[config.mk]
export PLATFORM = sky130hd
export DESIGN_NAME = rv32i_decode_stage
export DESIGN_NICKNAME = d
export VERILOG_FILES = /design/src/rtl/rv32i_decode_stage.sv
export SDC_FILE = /design/constraint.sdc
export NUM_CORES = 1
export LEC_CHECK = 0
export CAP_MARGIN = 20
export CORE_AREA = 2 2 167 169
export CTS_BUF_LIST = sky130_fd_sc_hd__clkbuf_2 sky130_fd_sc_hd__clkbuf_4 sky130_fd_sc_hd__clkbuf_8
export DETAILED_ROUTE_END_ITERATION = 10
export DIE_AREA = 0 0 169 171
export HOLD_SLACK_MARGIN = 0.12
export PLACE_DENSITY = 0.75
export SYNTH_ARGS = -nofsm -noshare
export SYNTH_HDL_FRONTEND = slang
export SYNTH_SLANG_ARGS = --single-unit
[constraint.sdc]
create_clock -name clk -period 11.29 [get_ports clk]
set_clock_uncertainty 0.15 [all_clocks]
set_input_delay 1.6935 -clock clk [delete_from_list [all_inputs] [get_ports clk]]
set_output_delay 1.6935 -clock clk [all_outputs]
set_load 0.03 [all_outputs]
[src/rtl/rv32i_decode_stage.sv]
// RV32I decode stage: operand read with multi-source forwarding, load-use stall,
// jump/branch resolution with wrong-path flush, and EBREAK halt.
module rv32i_decode_stage #(
  parameter int unsigned XLEN         = 32,
  parameter int unsigned NUM_FWD      = 3,
  parameter int unsigned FLUSH_CYCLES = 1,
  parameter logic [31:0] NOP_IW       = 32'h00000013
) (
  input  logic                    clk,
  input  logic                    reset,
  input  logic [31:0]             iw_in,
  input  logic [XLEN-1:0]         pc_in,
  input  logic [XLEN-1:0]         rs1_data_in,
  input  logic [XLEN-1:0]         rs2_data_in,
  input  logic [NUM_FWD-1:0]      fwd_en,
  input  logic [5*NUM_FWD-1:0]    fwd_reg,
  input  logic [XLEN*NUM_FWD-1:0] fwd_data,
  input  logic                    ex_load,
  input  logic [4:0]              ex_rd,
  output logic [4:0]              rs1_reg,
  output logic [4:0]              rs2_reg,
  output logic                    stall_out,
  output logic                    jump_en_out,
  output logic [XLEN-1:0]         jump_addr_out,
  output logic [31:0]             iw_out,
  output logic [XLEN-1:0]         pc_out,
  output logic [XLEN-1:0]         rs1_data_out,
  output logic [XLEN-1:0]         rs2_data_out,
  output logic [4:0]              wb_reg_out,
  output logic                    wb_en_out,
  output logic                    halted_out
);

  localparam logic [6:0] OpLui    = 7'b0110111;
  localparam logic [6:0] OpAuipc  = 7'b0010111;
  localparam logic [6:0] OpJal    = 7'b1101111;
  localparam logic [6:0] OpJalr   = 7'b1100111;
  localparam logic [6:0] OpBranch = 7'b1100011;
  localparam logic [6:0] OpStore  = 7'b0100011;
  localparam logic [6:0] OpOp     = 7'b0110011;
  localparam logic [6:0] OpFence  = 7'b0001111;
  localparam logic [6:0] OpSystem = 7'b1110011;

  typedef enum logic [1:0] {StRun, StFlush, StHalt} state_t;

  state_t          state_q, state_d;
  logic [2:0]      cnt_q, cnt_d;
  logic [6:0]      opcode;
  logic [2:0]      funct3;
  logic [XLEN-1:0] op1, op2, imm_i, imm_b, imm_j, jalr_sum;
  logic            use_rs1, use_rs2, taken, pass, wb_en;

  assign opcode  = iw_in[6:0];
  assign funct3  = iw_in[14:12];
  assign rs1_reg = iw_in[19:15];
  assign rs2_reg = iw_in[24:20];

  assign imm_i = {{(XLEN-12){iw_in[31]}}, iw_in[31:20]};
  assign imm_b = {{(XLEN-13){iw_in[31]}}, iw_in[31], iw_in[7], iw_in[30:25], iw_in[11:8], 1'b0};
  assign imm_j = {{(XLEN-21){iw_in[31]}}, iw_in[31], iw_in[19:12], iw_in[20], iw_in[30:21],
                  1'b0};

  // Walk oldest to youngest so the youngest matching source overrides.
  always_comb begin
    op1 = rs1_data_in;
    op2 = rs2_data_in;
    for (int i = NUM_FWD - 1; i >= 0; i--) begin
      if (fwd_en[i] && fwd_reg[5*i +: 5] == rs1_reg) op1 = fwd_data[XLEN*i +: XLEN];
      if (fwd_en[i] && fwd_reg[5*i +: 5] == rs2_reg) op2 = fwd_data[XLEN*i +: XLEN];
    end
    if (rs1_reg == 5'd0) op1 = '0;
    if (rs2_reg == 5'd0) op2 = '0;
  end

  assign use_rs1 = !(opcode == OpLui || opcode == OpAuipc || opcode == OpJal);
  assign use_rs2 = (opcode == OpBranch || opcode == OpStore || opcode == OpOp);
  assign jalr_sum = op1 + imm_i;

  assign stall_out = (state_q == StRun) && ex_load && (ex_rd != 5'd0) &&
                     ((use_rs1 && ex_rd == rs1_reg) || (use_rs2 && ex_rd == rs2_reg));

  always_comb begin
    taken         = 1'b0;
    jump_addr_out = pc_in;
    unique case (opcode)
      OpJal: begin
        taken         = 1'b1;
        jump_addr_out = pc_in + imm_j;
      end
      OpJalr: begin
        taken         = 1'b1;
        jump_addr_out = {jalr_sum[XLEN-1:1], 1'b0};
      end
      OpBranch: begin
        unique case (funct3)
          3'b000:  taken = (op1 == op2);
          3'b001:  taken = (op1 != op2);
          3'b100:  taken = ($signed(op1) < $signed(op2));
          3'b101:  taken = ($signed(op1) >= $signed(op2));
          3'b110:  taken = (op1 < op2);
          3'b111:  taken = (op1 >= op2);
          default: taken = 1'b0;
        endcase
        jump_addr_out = pc_in + imm_b;
      end
      default: ;
    endcase
    jump_en_out = taken && (state_q == StRun) && !stall_out;
    if (!jump_en_out) jump_addr_out = pc_in;
  end

  assign pass  = (state_q == StRun) && !stall_out;
  assign wb_en = !(opcode == OpStore || opcode == OpBranch || opcode == OpJal ||
                   opcode == OpJalr || opcode == OpFence || opcode == OpSystem) &&
                 (iw_in[11:7] != 5'd0);

  always_comb begin
    state_d = state_q;
    cnt_d   = cnt_q;
    unique case (state_q)
      StRun: begin
        if (pass && iw_in == 32'h00100073) begin
          state_d = StHalt;
        end else if (jump_en_out) begin
          state_d = StFlush;
          cnt_d   = 3'(FLUSH_CYCLES);
        end
      end
      StFlush: begin
        cnt_d = cnt_q - 3'd1;
        if (cnt_q <= 3'd1) state_d = StRun;
      end
      default: state_d = StHalt;
    endcase
  end

  always_ff @(posedge clk) begin
    if (reset) begin
      state_q      <= StRun;
      cnt_q        <= 3'd0;
      iw_out       <= NOP_IW;
      pc_out       <= '0;
      rs1_data_out <= '0;
      rs2_data_out <= '0;
      wb_reg_out   <= 5'd0;
      wb_en_out    <= 1'b0;
      halted_out   <= 1'b0;
    end else begin
      state_q    <= state_d;
      cnt_q      <= cnt_d;
      pc_out     <= pc_in;
      halted_out <= (state_d == StHalt);
      if (pass) begin
        iw_out       <= iw_in;
        rs1_data_out <= op1;
        rs2_data_out <= op2;
        wb_reg_out   <= iw_in[11:7];
        wb_en_out    <= wb_en;
      end else begin
        iw_out       <= NOP_IW;
        rs1_data_out <= '0;
        rs2_data_out <= '0;
        wb_reg_out   <= 5'd0;
        wb_en_out    <= 1'b0;
      end
    end
  end

endmodule

==> results of run 1 <==
through the flow:
stage / power, mW / utilization (%) / hold WS (ns) / std cells / instance area [um^2]
CTS: 1.70 / 59.1 / 0.398 / 2217 / 16100
floorplan: 0.936 / - / 0.352 / 1490 / 11200
global route: 1.78 / 59.2 / 0.441 / 2220 / 16200
global placement: 1.22 / 57.5 / 0.369 / 2184 / 15700
finish: 1.70 / 59.2 / 0.401 / 2220 / 16200
detailed placement: 1.23 / 57.5 / 0.377 / 2185 / 15700
state kept, by name, summed over array words and instances (netlist names):
register	count
pc_out	32
rs1_data_out	32
state_q	2
rs2_data_out	32
cnt_q	3
wb_en_out	1
halted_out	1
iw_out	32
where the power goes:
group          internal [mW]  switching (mW)  total, mW  leakage, nW
Clock                  0.232           0.240      0.472        0.219
Sequential             0.507          0.0114      0.518         1.12
Combinational          0.313           0.395      0.707         5.09
area by class of cell:
| type | instances | share of cell area, % |
|---|---|---|
| inverters | 28 | 0.650 |
| clock buffers | 18 | 1.53 |
| clock inverters | 14 | 1.15 |
| flip-flops and latches | 135 | 16.7 |
| repair buffers | 452 | 27.7 |
| well taps | 346 | 2.68 |
| diodes | 2 | 0.0310 |
| multi-input cells | 1225 | 49.5 |
final timing paths:
path	end	slack, ns	cells past startpoint
min	cnt_q[0]	0.40	1
max reg2reg	cnt_q[0]	8.93	6
max	jump_addr_out[3]	0.75	20
min reg2reg	cnt_q[0]	0.40	1
per-layer routing:
metal / vias to the layer above / track usage, % / routed length, um
li1: 6088 / - / -
met1: 5723 / 39.2 / 19200
met2: 606 / 51.0 / 21000
met3: 91 / 4.83 / 3350
met4: 0 / 11.9 / 1700
met5: - / 0 / 0
cells in the mapped netlist, drive strengths merged (3+ instances only):
master,number
o21ai,113
a22oi,10
buf,38
xor2,39
or3,13
nor2,165
nand4,18
a221oi,5
a21o,35
ha,94
o221ai,12
nor3,53
mux2,7
o31a,6
o21a,19
and3,13
xnor2,50
dfxtp,135
a221o,3
a21oi,105
a21boi,5
mux2i,65
clkbuf,64
o211ai,3
nand2b,8
or4,7
nand3,21
o22a,3
a211oi,44
nand2,158
a41oi,5
a31oi,8
nor4,10
o22ai,5
or2,6
a311oi,4
nor2b,43
inv,28
o21bai,7
and2,31
worst reg2reg max path, delay by kind of cell (launching register included):
kind	cells	cell delay [ns]
AND/OR/NAND/NOR	3	0.48
flip-flops	1	0.41
AO/OA/AOI/OAI	2	0.84
buffers and inverters	1	0.39
cell usage in the layout, fill, tap and decap left out, drive strengths merged, types with 6 or more instances in the layout:
master / Yosys / routed
clkdlybuf4s50: 0 / 428
nor2: 165 / 165
nand2: 158 / 158
dfxtp: 135 / 135
o21ai: 113 / 113
a21oi: 105 / 105
ha: 94 / 94
mux2i: 65 / 65
nor3: 53 / 53
xnor2: 50 / 50
a211oi: 44 / 44
nor2b: 43 / 43
xor2: 39 / 39
a21o: 35 / 35
inv: 28 / 35
and2: 31 / 31
buf: 38 / 24
nand3: 21 / 21
o21a: 19 / 19
nand4: 18 / 18
clkbuf: 64 / 18
or3: 13 / 13
and3: 13 / 13
o221ai: 12 / 12
nor4: 10 / 10
a22oi: 10 / 10
nand2b: 8 / 8
a31oi: 8 / 8
or4: 7 / 7
o21bai: 7 / 7
mux2: 7 / 7
or2: 6 / 6
o31a: 6 / 6
cells by family (layout without fill, tap and decap cells):
group,after synthesis,in the layout
adders and majority gates,96,96
and+or+nand+nor,555,555
buffers and inverters,130,512
DFF,135,135
other,0,2
AOI/OAI and AO/OA,413,413
xor gates and xnor gates,89,89
muxes,72,72
==> summary.md, run 1 <==
| Metric | Value |
|---|---|
| Synth Instances | `1,490` |
| Share of cells above drive strength 1 | `4.65%` |
| Slew Viols, Final | `0` |
| Max incr delay on CP | `0.71 ns` |
| Delay-heaviest family, CP | `simple AND/OR/NAND/NOR gates` |
| Initial antenna violation count | `2` |
| DPL Wire Length | `36,300 um` |
| Largest family of logic cells by synthesized area | `compound AO/OA/AOI/OAI gates` |
| Top cell type's share of synthesized area | `24.1%` |
| Largest net degree at the start of global routing | `68` |
| Drt wl/cell | `20.4 um` |
| Reg area | `2700 um^2` |
| Critical path peak fanout | `34` |
| RSZ-0062 raised after global routing | `no` |
| Critical path startpoint category | `input pin` |
| Post-Synthesis Cell Area | `11,200 um^2` |
| Slowest cell on crit path | `and3_2` |
| Area Overhead vs Synth | `43.8%` |
| Leading area contributor after synthesis | `dfxtp_1` |
| Final worst slack | `0.747 ns` |
| CTS root buf | `clkbuf_8` |
| Slew HR | `32.5%` |
| Synth Area in Adders | `10.8%` |
| Slew @ Worst Pin | `1.01 ns` |
| Max Fclk | `0.0949 GHz` |
| Ys flop type | `dfxtp_1` |
| Fill cells | `2,512` |
| Register clock-pin slew on the reported worst setup and hold paths | `0.09 ns` |
| Compound-Gate Fraction of Synth Area | `23.5%` |
| Synth Area per Inst | `7.54 um^2` |
| First-pass GRT wire length | `68,000 um` |
| Worst vdd ir | `0.0000691 V` |
| Leakage Power | `6.44 nW` |
| Fin. Hold Viols | `0` |
| Yosys cell types | `72` |
| Crit path launch | `iw_in[17]` |
| Number of enable flip-flop cells after synthesis | `0` |
| CTS tree | `done` |
| Synthesized flop and latch total | `135` |
| Core outline area | `27,300 um^2` |
| # hold bufs at CTS | `0` |
| CTS Buf Count | `17` |
| Final WL | `45,200 um` |
| Total grt overflow | `0` |
| Clock Tree Buf Depth | `2` |
| Xor/xnor cell area share of the yosys netlist | `6.94%` |
| Post-Synth Simple-Gate Area | `23.2%` |
| CP bufs+invs | `4` |
| Post-cts sizing count | `0` |
| Syn. warnings | `0` |
| Post-CTS setup buffers | `0` |
| Final Setup Violations | `0` |
| Gr usage total | `30.4%` |
| Worst min-delay path category | `register to register` |
| P per Cell Area | `105 nW/um^2` |
| Die area | `28,900 um^2` |
| Die Width | `169 um` |
| Setup TNS | `0 ns` |
| Worst setup path category | `input pin to primary output` |
| CP cell instances | `clkdlybuf4s50_1, xor2_1, nor4_1, and3_2, buf_4, a211oi_1, a21oi_1, nor2_1, ha_1, nand4_1, or4_1, or4_1, a21oi_1, o2111ai_1, a211oi_1, a31oi_4, inv_2, o221ai_1, o21a_1, clkdlybuf4s50_1` |
| Crit path DAT | `8.70 ns` |
| Row count | `61` |
| Final net count | `2,205` |
| Antenna Violating Nets Remaining | `0` |
| Num ports | `429` |
| Multi-input logic area | `8010 um^2` |
| Seq/Total Area, Yosys | `24.1%` |
| Syn Nets | `1,836` |
| Routed via count | `12,500` |
| Vias in the first global route | `12,100` |
| Clock sinks | `135` |
| Max-cap violation count | `0` |
| Most area-consuming cells after synthesis | `dfxtp_1, ha_1, mux2i_1` |
| Clk_lat worst skew | `0.46 ns` |
| CP required | `9.45 ns` |
| Worst R2R Start | `state_q[1]` |
| Final worst path period share | `93.4%` |
| Hold_sp | `cnt_q[0]` |
| CP Capture Type | `primary output` |
| Drt drc | `0` |
| Status | `finished, final reports clean` |
| Final GP Congestion | `0.949` |
| Number of port buffers | `428` |
| H-tree levels | `4` |
| Multiplexer area fraction after synthesis | `6.49%` |
| Fin crit period | `10.54 ns` |
| Die height | `171 um` |
| Vias per inst | `5.63` |
| DR pass1 iterations | `5` |
| Initial DRC Count | `901` |
| Initial core utilization | `41.1%` |
| Fraction of registers with async set/reset | `0%` |
| DP Worst Slack | `0.807 ns` |
(Power assumes the default switching activity.)
==> run 2: changes to the inputs <==
GPL_ROUTABILITY_DRIVEN = 0   (was unset)
==> run 2 against run 1 <==
Effect of this change: via count is 1.2% higher; combinational power hardly changed; fmax is 2.1% higher; die area stayed put; sequential share of layout area hardly changed; clock-buffer cell count stayed put; global-route usage is 0.74 points lower; worst hold slack better by 0.016 ns; cell area is 0.12% lower; critical path type unchanged.
==> summary.md, run 2 (synthesis results as in run 1) <==
| Metric | Value |
|---|---|
| Routed via count | `12,700 (was 12,500)` |
| Die Width | `169 um (unchanged)` |
| Initial antenna violation count | `5 (was 2)` |
| Commonest non-fill, non-tap cell in the layout | `clkdlybuf4s50_1 (unchanged)` |
| CTS Buf Count | `17 (unchanged)` |
| Post-Place Cell Area | `15,700 um^2 (about the same)` |
| Post-CTS setup buffers | `0 (unchanged)` |
| Final Setup Violations | `0 (unchanged)` |
| Critical path startpoint category | `input pin (unchanged)` |
| CP Capture Type | `primary output (unchanged)` |
| DR pass1 iterations | `6 (was 5)` |
| Worst setup path category | `input pin to primary output (unchanged)` |
| Drt wl/cell | `20.0 um (was 20.4 um)` |
| Fill cells | `2,498 (was 2,512)` |
| Leakage Power | `6.42 nW (was 6.44 nW)` |
| Status | `finished, final reports clean (unchanged)` |
| Number of port buffers | `428 (unchanged)` |
| R2r worst-path depth | `5 (was 6)` |
| Num ports | `429 (unchanged)` |
| Core outline area | `27,300 um^2 (unchanged)` |
| Fin util | `59.1% (was 59.2%)` |
| Initial core utilization | `41.1% (unchanged)` |
| Area Overhead vs Synth | `43.7% (was 43.8%)` |
| Crit path DAT | `8.48 ns (was 8.70 ns)` |
| Largest net degree at the start of global routing | `68 (unchanged)` |
| Worst vdd ir | `0.0000617 V (was 0.0000691 V)` |
| First-pass GRT wire length | `66,400 um (was 68,000 um)` |
| CTS tree | `done (unchanged)` |
| Clk_lat worst skew | `0.44 ns (was 0.46 ns)` |
| Register clock-pin slew on the reported worst setup and hold paths | `0.09 ns (about the same)` |
| Slew Viols, Final | `0 (unchanged)` |
| P per Cell Area | `103 nW/um^2 (was 105 nW/um^2)` |
| Fin. Hold Viols | `0 (unchanged)` |
| DPL Wire Length | `35,500 um (was 36,300 um)` |
| Clock Tree Buf Depth | `2 (unchanged)` |
| Die height | `171 um (unchanged)` |
| Worst min-delay path category | `register to register (unchanged)` |
| Vias in the first global route | `12,000 (was 12,100)` |
| # hold bufs at CTS | `0 (unchanged)` |
| Fin crit period | `10.32 ns (was 10.54 ns)` |
| Finished Cell Area | `16,100 um^2 (was 16,200 um^2)` |
| Final WL | `44,300 um (was 45,200 um)` |
| Vias per inst | `5.70 (was 5.63)` |
| Clock sinks | `135 (unchanged)` |
| Total grt overflow | `0 (unchanged)` |
| Drt drc | `0 (unchanged)` |
| Share of cells above drive strength 1 | `4.60% (was 4.65%)` |
| Max-cap violation count | `0 (unchanged)` |
| Most frequent cells in the layout | `clkdlybuf4s50_1, nor2_1, nand2_1 (unchanged)` |
| Antenna Violating Nets Remaining | `0 (unchanged)` |
| H-tree levels | `4 (unchanged)` |
| Final worst path period share | `91.4% (was 93.4%)` |
| CP required | `9.45 ns (about the same)` |
| Slew HR | `33.9% (was 32.5%)` |
| Post-cts sizing count | `0 (unchanged)` |
| Row count | `61 (unchanged)` |
| Setup TNS | `0 ns (unchanged)` |
| Critical path peak fanout | `28 (was 34)` |
| CTS root buf | `clkbuf_8 (unchanged)` |
| Slew @ Worst Pin | `0.989 ns (was 1.01 ns)` |
| Final net count | `2,204 (was 2,205)` |
| Hold Path Stages | `1 (unchanged)` |
| Max Fclk | `0.0969 GHz (was 0.0949 GHz)` |
| RSZ-0062 raised after global routing | `no (unchanged)` |
| Gr usage total | `29.6% (was 30.4%)` |
| Initial DRC Count | `939 (was 901)` |
| Die area | `28,900 um^2 (unchanged)` |
==> run 2: worst max-delay path, cell delays in order <==
cell and delay [ns]:
clkdlybuf4s50_1 0.81, xnor2_1 0.19, nand4_1 0.23, nor2_4 0.82, mux2i_1 0.27, a211oi_1 0.08, a21oi_1 0.25, nor2_1 0.18
ha_1 0.36, nand4_1 0.11, or4_1 0.57, or4_1 0.56, a21oi_1 0.17, o2111ai_1 0.12, a211oi_1 0.37, a31oi_4 0.15
inv_2 0.49, o221ai_1 0.24, o21a_1 0.18, clkdlybuf4s50_1 0.59
==> run 2: worst paths after layout <==
kind / to / from / slack [ns]
setup reg to reg: rs1_data_out[16] / state_q[1] / 9.06
hold reg to reg: cnt_q[0] / cnt_q[0] / 0.42
setup / recovery: jump_addr_out[20] / iw_in[15] / 0.97
hold / removal: cnt_q[0] / cnt_q[0] / 0.42
==> run 2: per-layer routing <==
metal  vias to the layer above  share of wire, %  track usage (%)
li1                       6081                 -                -
met1                      5833                43             37.9
met2                       661                46             48.9
met3                        82               8.0             5.32
met4                         0               3.8             13.3
met5                         -                 0                0
==> run 2: through the flow <==
step                hold WS, ns  instances  worst slack, ns  power (mW)
finish                    0.417       2222            0.969        1.66
floorplan                 0.352       1490             2.78       0.936
global route              0.427       2221            0.364        1.74
global placement          0.368       2183             1.06        1.22
detailed placement        0.394       2183            0.973        1.23
CTS                       0.415       2215            0.903        1.66
==> run 2: area by class of cell <==
type | count | area (um^2) | share of cell area, %
Antenna cell | 5 | 12.5 | 0.0775
Clock buffer | 18 | 248 | 1.53
Clock inverter | 14 | 159 | 0.984
Inverter | 28 | 105 | 0.651
Multi-Input combinational cell | 1225 | 8010 | 49.6
Sequential cell | 135 | 2700 | 16.7
Tap cell | 346 | 433 | 2.68
Timing Repair Buffer | 451 | 4480 | 27.7
==> run 2: where the power goes <==
part	leakage (nW)	switching (mW)	internal, mW	total, mW
clock	0.201	0.240	0.191	0.431
sequential	1.12	0.0108	0.507	0.518
combinational	5.10	0.397	0.312	0.709
total	6.42	0.648	1.01	1.66
